[config.mk]
export PLATFORM = sky130hd
export DESIGN_NAME = vreg_wb_scheduler
export DESIGN_NICKNAME = d
export VERILOG_FILES = /design/src/rtl/vpu_pkg.sv /design/src/rtl/rr_arbiter.sv /design/src/rtl/vreg_wb_scheduler.sv
export SDC_FILE = /design/constraint.sdc
export NUM_CORES = 1
export LEC_CHECK = 0
export CAP_MARGIN = 5
export CORE_AREA = 10 10 303 305
export DETAILED_ROUTE_END_ITERATION = 8
export DIE_AREA = 0 0 313 315
export SYNTH_ARGS = -nofsm -noshare
export SYNTH_HDL_FRONTEND = slang
export SYNTH_HIERARCHICAL = 1
export SYNTH_SLANG_ARGS = --single-unit
[constraint.sdc]
create_clock -name clk -period 2.24 [get_ports clk]
set_input_delay 0.448 -clock clk [delete_from_list [all_inputs] [get_ports clk]]
set_output_delay 0.448 -clock clk [all_outputs]
set_load 0.01 [all_outputs]
[src/rtl/vpu_pkg.sv]
// Shared vector-unit constants and types: register-file geometry and the
// write-back payload carried from the arbiter to the register-file write port.
package vpu_pkg;

  localparam int unsigned VREGS  = 8;
  localparam int unsigned VLEN   = 8;
  localparam int unsigned EWIDTH = 32;
  localparam int unsigned RW     = $clog2(VREGS);
  localparam int unsigned DW     = EWIDTH * VLEN;

  typedef logic [RW-1:0] vreg_idx_t;
  typedef logic [DW-1:0] vreg_data_t;

  typedef struct packed {
    vreg_idx_t  rd;
    vreg_data_t data;
  } wb_req_t;

endpackage

[src/rtl/rr_arbiter.sv]
// Round-robin arbiter: grants the first requester at or after ptr (mod N);
// ptr moves to one past the winner whenever a grant is taken.
module rr_arbiter #(
  parameter int unsigned N = 2
) (
  input  logic         clk,
  input  logic         rst_n,
  input  logic [N-1:0] req,
  output logic [N-1:0] gnt,
  input  logic         advance
);

  localparam int unsigned PW = (N > 1) ? $clog2(N) : 1;

  logic [PW-1:0] ptr;
  logic [PW-1:0] win;
  logic          found;

  function automatic logic [PW-1:0] wrap_idx(input logic [PW-1:0] p, input int unsigned k);
    int unsigned s;
    s = 32'(p) + k;
    if (s >= N) s = s - N;
    return PW'(s);
  endfunction

  // Priority scan starting at ptr
  always_comb begin
    gnt   = '0;
    win   = ptr;
    found = 1'b0;
    for (int unsigned k = 0; k < N; k++) begin
      if (!found && req[wrap_idx(ptr, k)]) begin
        gnt[wrap_idx(ptr, k)] = 1'b1;
        win                   = wrap_idx(ptr, k);
        found                 = 1'b1;
      end
    end
  end

  always_ff @(posedge clk or negedge rst_n) begin
    if (!rst_n) begin
      ptr <= '0;
    end else if (advance && found) begin
      ptr <= (32'(win) == N - 1) ? '0 : win + PW'(1);
    end
  end

endmodule

[src/rtl/vreg_wb_scheduler.sv]
// Write-back scheduler for the single vector register-file write port, with a
// per-register busy scoreboard used by issue to stall RAW/WAW hazards.
module vreg_wb_scheduler
  import vpu_pkg::*;
#(
  parameter int unsigned NREQ = 2
) (
  input  logic                 clk,
  input  logic                 rst_n,
  input  logic [NREQ-1:0]      req_valid,
  input  logic [NREQ*RW-1:0]   req_rd,
  input  logic [NREQ*DW-1:0]   req_data,
  output logic [NREQ-1:0]      req_ready,
  input  logic                 issue_valid,
  input  logic [RW-1:0]        issue_rd,
  output logic                 issue_ready,
  output logic [VREGS-1:0]     busy,
  output logic                 rf_we,
  output logic [RW-1:0]        rf_rd,
  output logic [DW-1:0]        rf_data,
  output logic                 wb_err
);

  logic [NREQ-1:0] gnt;
  logic            transfer;
  logic            issue_fire;
  wb_req_t         sel;
  wb_req_t         wb_q;
  logic [VREGS-1:0] busy_next;

  rr_arbiter #(.N(NREQ)) u_arb (
    .clk     (clk),
    .rst_n   (rst_n),
    .req     (req_valid),
    .gnt     (gnt),
    .advance (transfer)
  );

  // The write port never back-pressures, so any grant is a transfer
  assign req_ready = gnt;
  assign transfer  = |(req_valid & gnt);

  always_comb begin
    sel = '0;
    for (int unsigned i = 0; i < NREQ; i++) begin
      if (gnt[i]) begin
        sel.rd   = req_rd[i*RW +: RW];
        sel.data = req_data[i*DW +: DW];
      end
    end
  end

  // Registered write port; index/data hold when idle
  always_ff @(posedge clk or negedge rst_n) begin
    if (!rst_n) begin
      rf_we <= 1'b0;
      wb_q  <= '0;
    end else begin
      rf_we <= transfer;
      if (transfer) wb_q <= sel;
    end
  end

  assign rf_rd   = wb_q.rd;
  assign rf_data = wb_q.data;

  // No bypass: a register being cleared this cycle still reads as busy
  assign issue_ready = !busy[issue_rd];
  assign issue_fire  = issue_valid && issue_ready;

  // Clear on commit first so a same-edge new producer wins
  always_comb begin
    busy_next = busy;
    if (rf_we)      busy_next[rf_rd]    = 1'b0;
    if (issue_fire) busy_next[issue_rd] = 1'b1;
  end

  always_ff @(posedge clk or negedge rst_n) begin
    if (!rst_n) begin
      busy   <= '0;
      wb_err <= 1'b0;
    end else begin
      busy <= busy_next;
      if (rf_we && !busy[rf_rd]) wb_err <= 1'b1;
    end
  end

endmodule

* Word level (Yosys, flattened, before mapping)
Index checks and enable logic that the tools add are counted.
** Storage, ports and cells
- Bits in registers :: 270
- Bits in latches :: 0
- RAM bits :: 0
- Bits in read-only memories :: 0
- Input bits :: 526
- Output and inout bits :: 272
- Logic and storage cells :: 70
- Memories :: 0
** Operators by class
- $add $sub $neg :: 4
- Multiply operators :: 0
- Divide/modulo/power cells :: 0
- $lt $le $gt $ge :: 12
- Equal/unequal tests :: 0
- Shift-type cells :: 0
- Mux-type cells :: 31
- Bitwise gates (word level) :: 5
- Reductions and logical operators :: 12
** Operator list (number)
- $mux 259 :: 2
- $mux 1 :: 19
- $mux 8 :: 2
- $and 8x8->8 :: 1
- $logic_and 1x1->1 :: 8
- $lt 1x2->1 const B :: 4
- $lt 3x4->1 const B :: 2
- $not 8->8 :: 1
- $or 8x8->8 :: 1
- $bmux 1 s3 :: 2
- $demux 1 s3 :: 2
- $ge 3x1->1 const B :: 2
- $mux 2 :: 2
- $logic_not 1->1 :: 3
- $add 1x1->2 const B :: 1
- $and 2x2->2 :: 1
- $demux 1 s1 :: 2
- $ge 1x1->1 const B :: 2
- $ge 1x2->1 const B :: 1
- $ge 2x2->1 const B :: 1
- $or 2x2->2 :: 1
- $reduce_or 2->1 :: 1
- $sub 1x1->1 const B :: 2
- $add 1x1->1 const B :: 1

* Longest topological paths before layout
- Depth in word-level cells :: 17
- Mapped depth :: 9
- Gate-level depth less buffers :: 6

* Modules after synthesis
The synthesis kept the hierarchy.
** Modules (own cells, without submodules)
- vreg_wb_scheduler :: times used 1, cells each 1213, area an instance 11805.1 µm²
- rr_arbiter :: times used 1, cells each 6, area an instance 55.1 µm²

* Worst setup path before layout
Ideal clock, no wire load.
- Path kind :: input port to output port
- From :: input issue_rd[2]
- To :: output issue_ready
- Arrival :: 1.603 ns
- Path slack :: 0.189 ns
- Stages on the path :: 4
- Path buffers :: 1
- Cell sequence :: clkbuf_1 -> mux2_2 -> o2bb2ai_1 -> a311oi_1
** Between the ends
- Longest elaborated chain between the ends :: 3
** Ends and longest elaborated chain
- from (decl) :: RTL line vreg_wb_scheduler.sv:15 : input logic [RW-1:0] issue_rd,
- $bmux 1 s3 :: RTL line vreg_wb_scheduler.sv:68 : assign issue_ready = !busy[issue_rd];
- $mux 1 (implied by the code) :: RTL line vreg_wb_scheduler.sv:68
- $logic_not 1->1 :: RTL line vreg_wb_scheduler.sv:68
- to (decl) :: RTL line vreg_wb_scheduler.sv:16 : output logic issue_ready,
No other way between the ends. The select of a mux whose other input is x is not followed.

* Worst setup path after layout
- From :: register busy[1]
- To :: output issue_ready
** Between the ends
- Longest elaborated chain between the ends :: 3
** Ends and longest elaborated chain
- from (decl) :: RTL line vreg_wb_scheduler.sv:17 : output logic [VREGS-1:0] busy,
- from (signal assigned) :: RTL line vreg_wb_scheduler.sv:83 : busy <= busy_next;
- $bmux 1 s3 :: RTL line vreg_wb_scheduler.sv:68
- $mux 1 (implied by the code) :: RTL line vreg_wb_scheduler.sv:68
- $logic_not 1->1 :: RTL line vreg_wb_scheduler.sv:68
No other way between the ends. The select of a mux whose other input is x is not followed.

==> reports/summary.txt <==
STATUS
-------------------------------------------------------------------------------------------------
Outcome                                                                                 completed

WORST SETUP PATH
-------------------------------------------------------------------------------------------------
Arr. time, crit path                                                                      1.71 ns
Worst Setup SP                                                                            busy[1]
Largest fanout on the critical path                                                             2
R2r startpoint                                                                          u_arb/ptr
Kind of end point of the critical path                                               primary output
Worst Path Required                                                                       1.79 ns
CP Class                                                                                  reg2out
Critical Path Start Type                                                                flip-flop

STA
-------------------------------------------------------------------------------------------------
Post-Route Setup TNS                                                                         0 ns
Fin crit share                                                                              96.3%
Unrepaired setup endpoints after global routing                                               yes
Fmax                                                                                      464 MHz
Min Tclk post-route                                                                       2.16 ns
Final number of max-transition violations                                                       0
Slew at the pin closest to its max-slew limit                                            0.539 ns
Count of final hold-check violations                                                            0
Maximum clock skew at final layout                                                     0.00682 ns
Final setup violation count                                                                     0
Worst slew margin relative to its limit                                                     64.1%

POWER AND IR DROP
-------------------------------------------------------------------------------------------------
Areal power density over the cells                                                    1050 nW/µm²
Sw Ratio                                                                                    36.1%
Clock Power Share                                                                           20.8%
Total power                                                                               24.6 mW
Internal Dissipation                                                                      15.7 mW
Static Leak                                                                               9.37 nW
Total net switching power                                                                 8.85 mW
Worst vdd rail ir drop                                                                 0.000526 V
Combinational fraction of design power                                                      46.9%
Part of the power in registers                                                              32.3%

DETAILED ROUTING
-------------------------------------------------------------------------------------------------
DRC viols                                                                                       0
Iteration-0 DRC count of the detailed router                                                  862
Vias                                                                                        13341
Total iterations of the first detailed-routing run                                              5
Via-per-instance ratio                                                                       4.05
Average detailed-routed wire length per instance                                          21.3 µm
Antenna violation net count after detailed routing                                              0
Detailed Route WL                                                                         70.1 mm

SYNTH
-------------------------------------------------------------------------------------------------
Share of synthesized registers carrying an async set or reset                                100%
Most used flip-flop cell after synthesis                                                  dfrtp_1
Synthesized area                                                                        11900 µm²
Biggest area contributors in the synthesized netlist                                 dfrtp_1, a221oi_1, nor2_1
Portion of synthesized cell area occupied by the leading cell type                          57.0%
Number of synthesized flops with an enable pin                                                  0
Per-instance average area after synthesis                                                9.73 µm²
Net count of the mapped netlist                                                              1745
Number of distinct library cell variants in the gate-level netlist after synthesis             28
Warnings, synthesis                                                                             6
Synth Register Bits                                                                           270
Sequential-to-total area share from yosys stat                                              57.0%
Library cell occupying the most area in the post-synthesis netlist                        dfrtp_1
Gate Count Post-Synth                                                                        1219

PLACEMENT
-------------------------------------------------------------------------------------------------
Post-detailed-placement cell area                                                       22400 µm²
Half-perimeter wire length after placement                                                58.8 mm
RD Place Congestion                                                                         0.890
Number of I/O port buffers                                                                    797

CTS
-------------------------------------------------------------------------------------------------
Num Clock Sinks                                                                               270
Number of H-tree branching levels                                                               1
Clk buf depth                                                                                   3
Clock latency of the later-clocked register in the worst-skew pair                        0.58 ns
Number of buffers created by CTS                                                               31
CTS tree                                                                                     done
Cell chosen for the clock root                                                          clkbuf_16
Clock edge transition at the registers on the reported setup and hold paths               0.06 ns

GLOBAL ROUTE
-------------------------------------------------------------------------------------------------
Largest net degree at the start of global routing                                              68
Number of antenna violations at the first check in global routing                               2
Grt ovf                                                                                         0
Via count of the first global-routing pass                                                  13775
Total Routing Usage GR                                                                      13.2%
Global-route wire length before repair                                                    98.1 mm

LAYOUT
-------------------------------------------------------------------------------------------------
Final Cell Area                                                                         23500 µm²
Fraction of final layout cells sized beyond drive strength 1                                11.6%
# fillers                                                                                    9264
Final net count                                                                              2641
Synth-to-Final Area Change                                                                  98.0%
Antenna diode instance count                                                                    0

FLOW RUN
-------------------------------------------------------------------------------------------------
Count of max-cap constraint violations                                                          0

FLOORPLANNING
-------------------------------------------------------------------------------------------------
Starting density of the core                                                                13.8%
Placement row count                                                                           108
Area of the core                                                                        85900 µm²
Horizontal die dimension                                                                   313 µm
Overall die height                                                                         315 µm
Total Die Area                                                                          98600 µm²
# IOs                                                                                         798

MIN PATH
-------------------------------------------------------------------------------------------------
Worst hold path startpoint                                                            issue_rd[2]
Worst min path class                                                                       in2reg

-- power by group through the flow --
stage	logic (mW)	registers (mW)	clock network, mW
6_report	11.5	7.92	5.11
3_3_place_gp	11.7	7.93	0
4_1_cts	11.8	7.95	5.32
3_5_place_dp	11.7	8.01	0
2_1_floorplan	3.04	8.66	0
5_1_grt	12.4	8.17	5.53
-- layout by cell type (no fill, tap or decap), types with 2 or more instances in the layout --
cell,instances
a31oi_1,9
bufinv_16,2
buf_12,24
inv_1,5
a21boi_1,2
clkinv_2,7
clkbuf_8,7
nor2b_1,3
mux2_2,2
a221oi_1,258
a21oi_1,4
buf_4,157
dfrtp_1,268
nor2_1,521
mux2i_1,2
nand3b_1,2
dfrtp_2,2
nand2_1,5
clkbuf_16,31
o21ai_0,5
clkbuf_1,6
nand3_1,2
clkdlybuf4s50_1,788
clkinv_4,2
dlygate4sd2_1,4
-- worst max-delay path, stage by stage, from the launching register on --
cell and delay [ns]:
dfrtp_1 0.39, mux2_4 0.28, o2bb2ai_2 0.12, a311oi_2 0.18, buf_2 0.17
-- flip-flops by register name, indices dropped and copies added, names as in the netlist --
signal	count
busy	8
rf_data	256
rf_rd	3
rf_we	1
u_arb/ptr	1
wb_err	1
-- cell families after synthesis --
kind of cell    synth area share (%)
compound gates                  20.6
buf+inv                         4.59
flops                           57.0
mux                            0.644
simple gates                    17.2
-- path summary, 6_finish.rpt --
check / endpoint / slack (ns) / cells after the start
worst max register to register: rf_data[71] / 0.17 / 9
max in group asynchronous: rf_data[164] / 1.12 / 3
min in group asynchronous: rf_data[240] / 0.40 / 2
worst min-delay path: busy[7] / 0.32 / 4
worst max-delay path: issue_ready / 0.08 / 4
worst min register to register: wb_err / 0.49 / 1
-- synthesized netlist by cell type, types with 2 or more instances --
| cell type | instances |
|---|---|
| buf_2 | 63 |
| buf_4 | 2 |
| nand3_1 | 2 |
| nand3b_1 | 2 |
| o21ai_0 | 5 |
| nand2_1 | 5 |
| mux2_2 | 3 |
| nor2b_1 | 4 |
| mux2i_1 | 2 |
| dfrtp_1 | 270 |
| a221oi_1 | 258 |
| clkbuf_1 | 51 |
| a21oi_1 | 4 |
| a21boi_0 | 2 |
| a31oi_1 | 9 |
| inv_1 | 5 |
| nor2_1 | 521 |
-- layout make-up --
type / instances / area, µm² / area share (%)
Timing Repair Buffer: 979 / 9650 / 41.1
Inverter: 6 / 30.0 / 0.128
Clock inverter: 12 / 120 / 0.511
Sequential cell: 270 / 6760 / 28.8
Multi-Input combinational cell: 827 / 4590 / 19.6
Tap cell: 1155 / 1450 / 6.15
Clock buffer: 44 / 895 / 3.81
-- repair_timing --
action,CTS,global route
setup buffers,0,4
hold buffers,1,0
setup endpoints to repair,6,2
endpoints found under the hold margin,44,0
gates resized for setup,11,9
pin swaps,0,2
-- through the flow --
step / std cells / hold WS [ns] / setup WS, ns / util [%]
finish: 3293 / 0.322 / 0.0830 / 27.3
global route: 3293 / 0.298 / -0.0138 / 27.3
global placement: 3232 / 0.430 / -0.494 / 26.1
CTS: 3289 / 0.391 / -0.0255 / 27.3
detailed placement: 3232 / 0.431 / -0.451 / 26.1
floorplan: 1219 / 0.152 / 0.189 / -
-- layer usage --
| metal | up-vias | part of all wire, % | track usage, % | routed length, µm |
|---|---|---|---|---|
| met4 | 0 | 1.8 | 2.64 | 1260 |
| met1 | 6477 | 41 | 15.9 | 28800 |
| met5 | - | 0 | 0 | 0 |
| met3 | 51 | 7.7 | 3.78 | 5400 |
| met2 | 593 | 49 | 23.3 | 34700 |
| li1 | 6220 | - | - | - |
No activity file was read; power rests on OpenSTA's default activity.
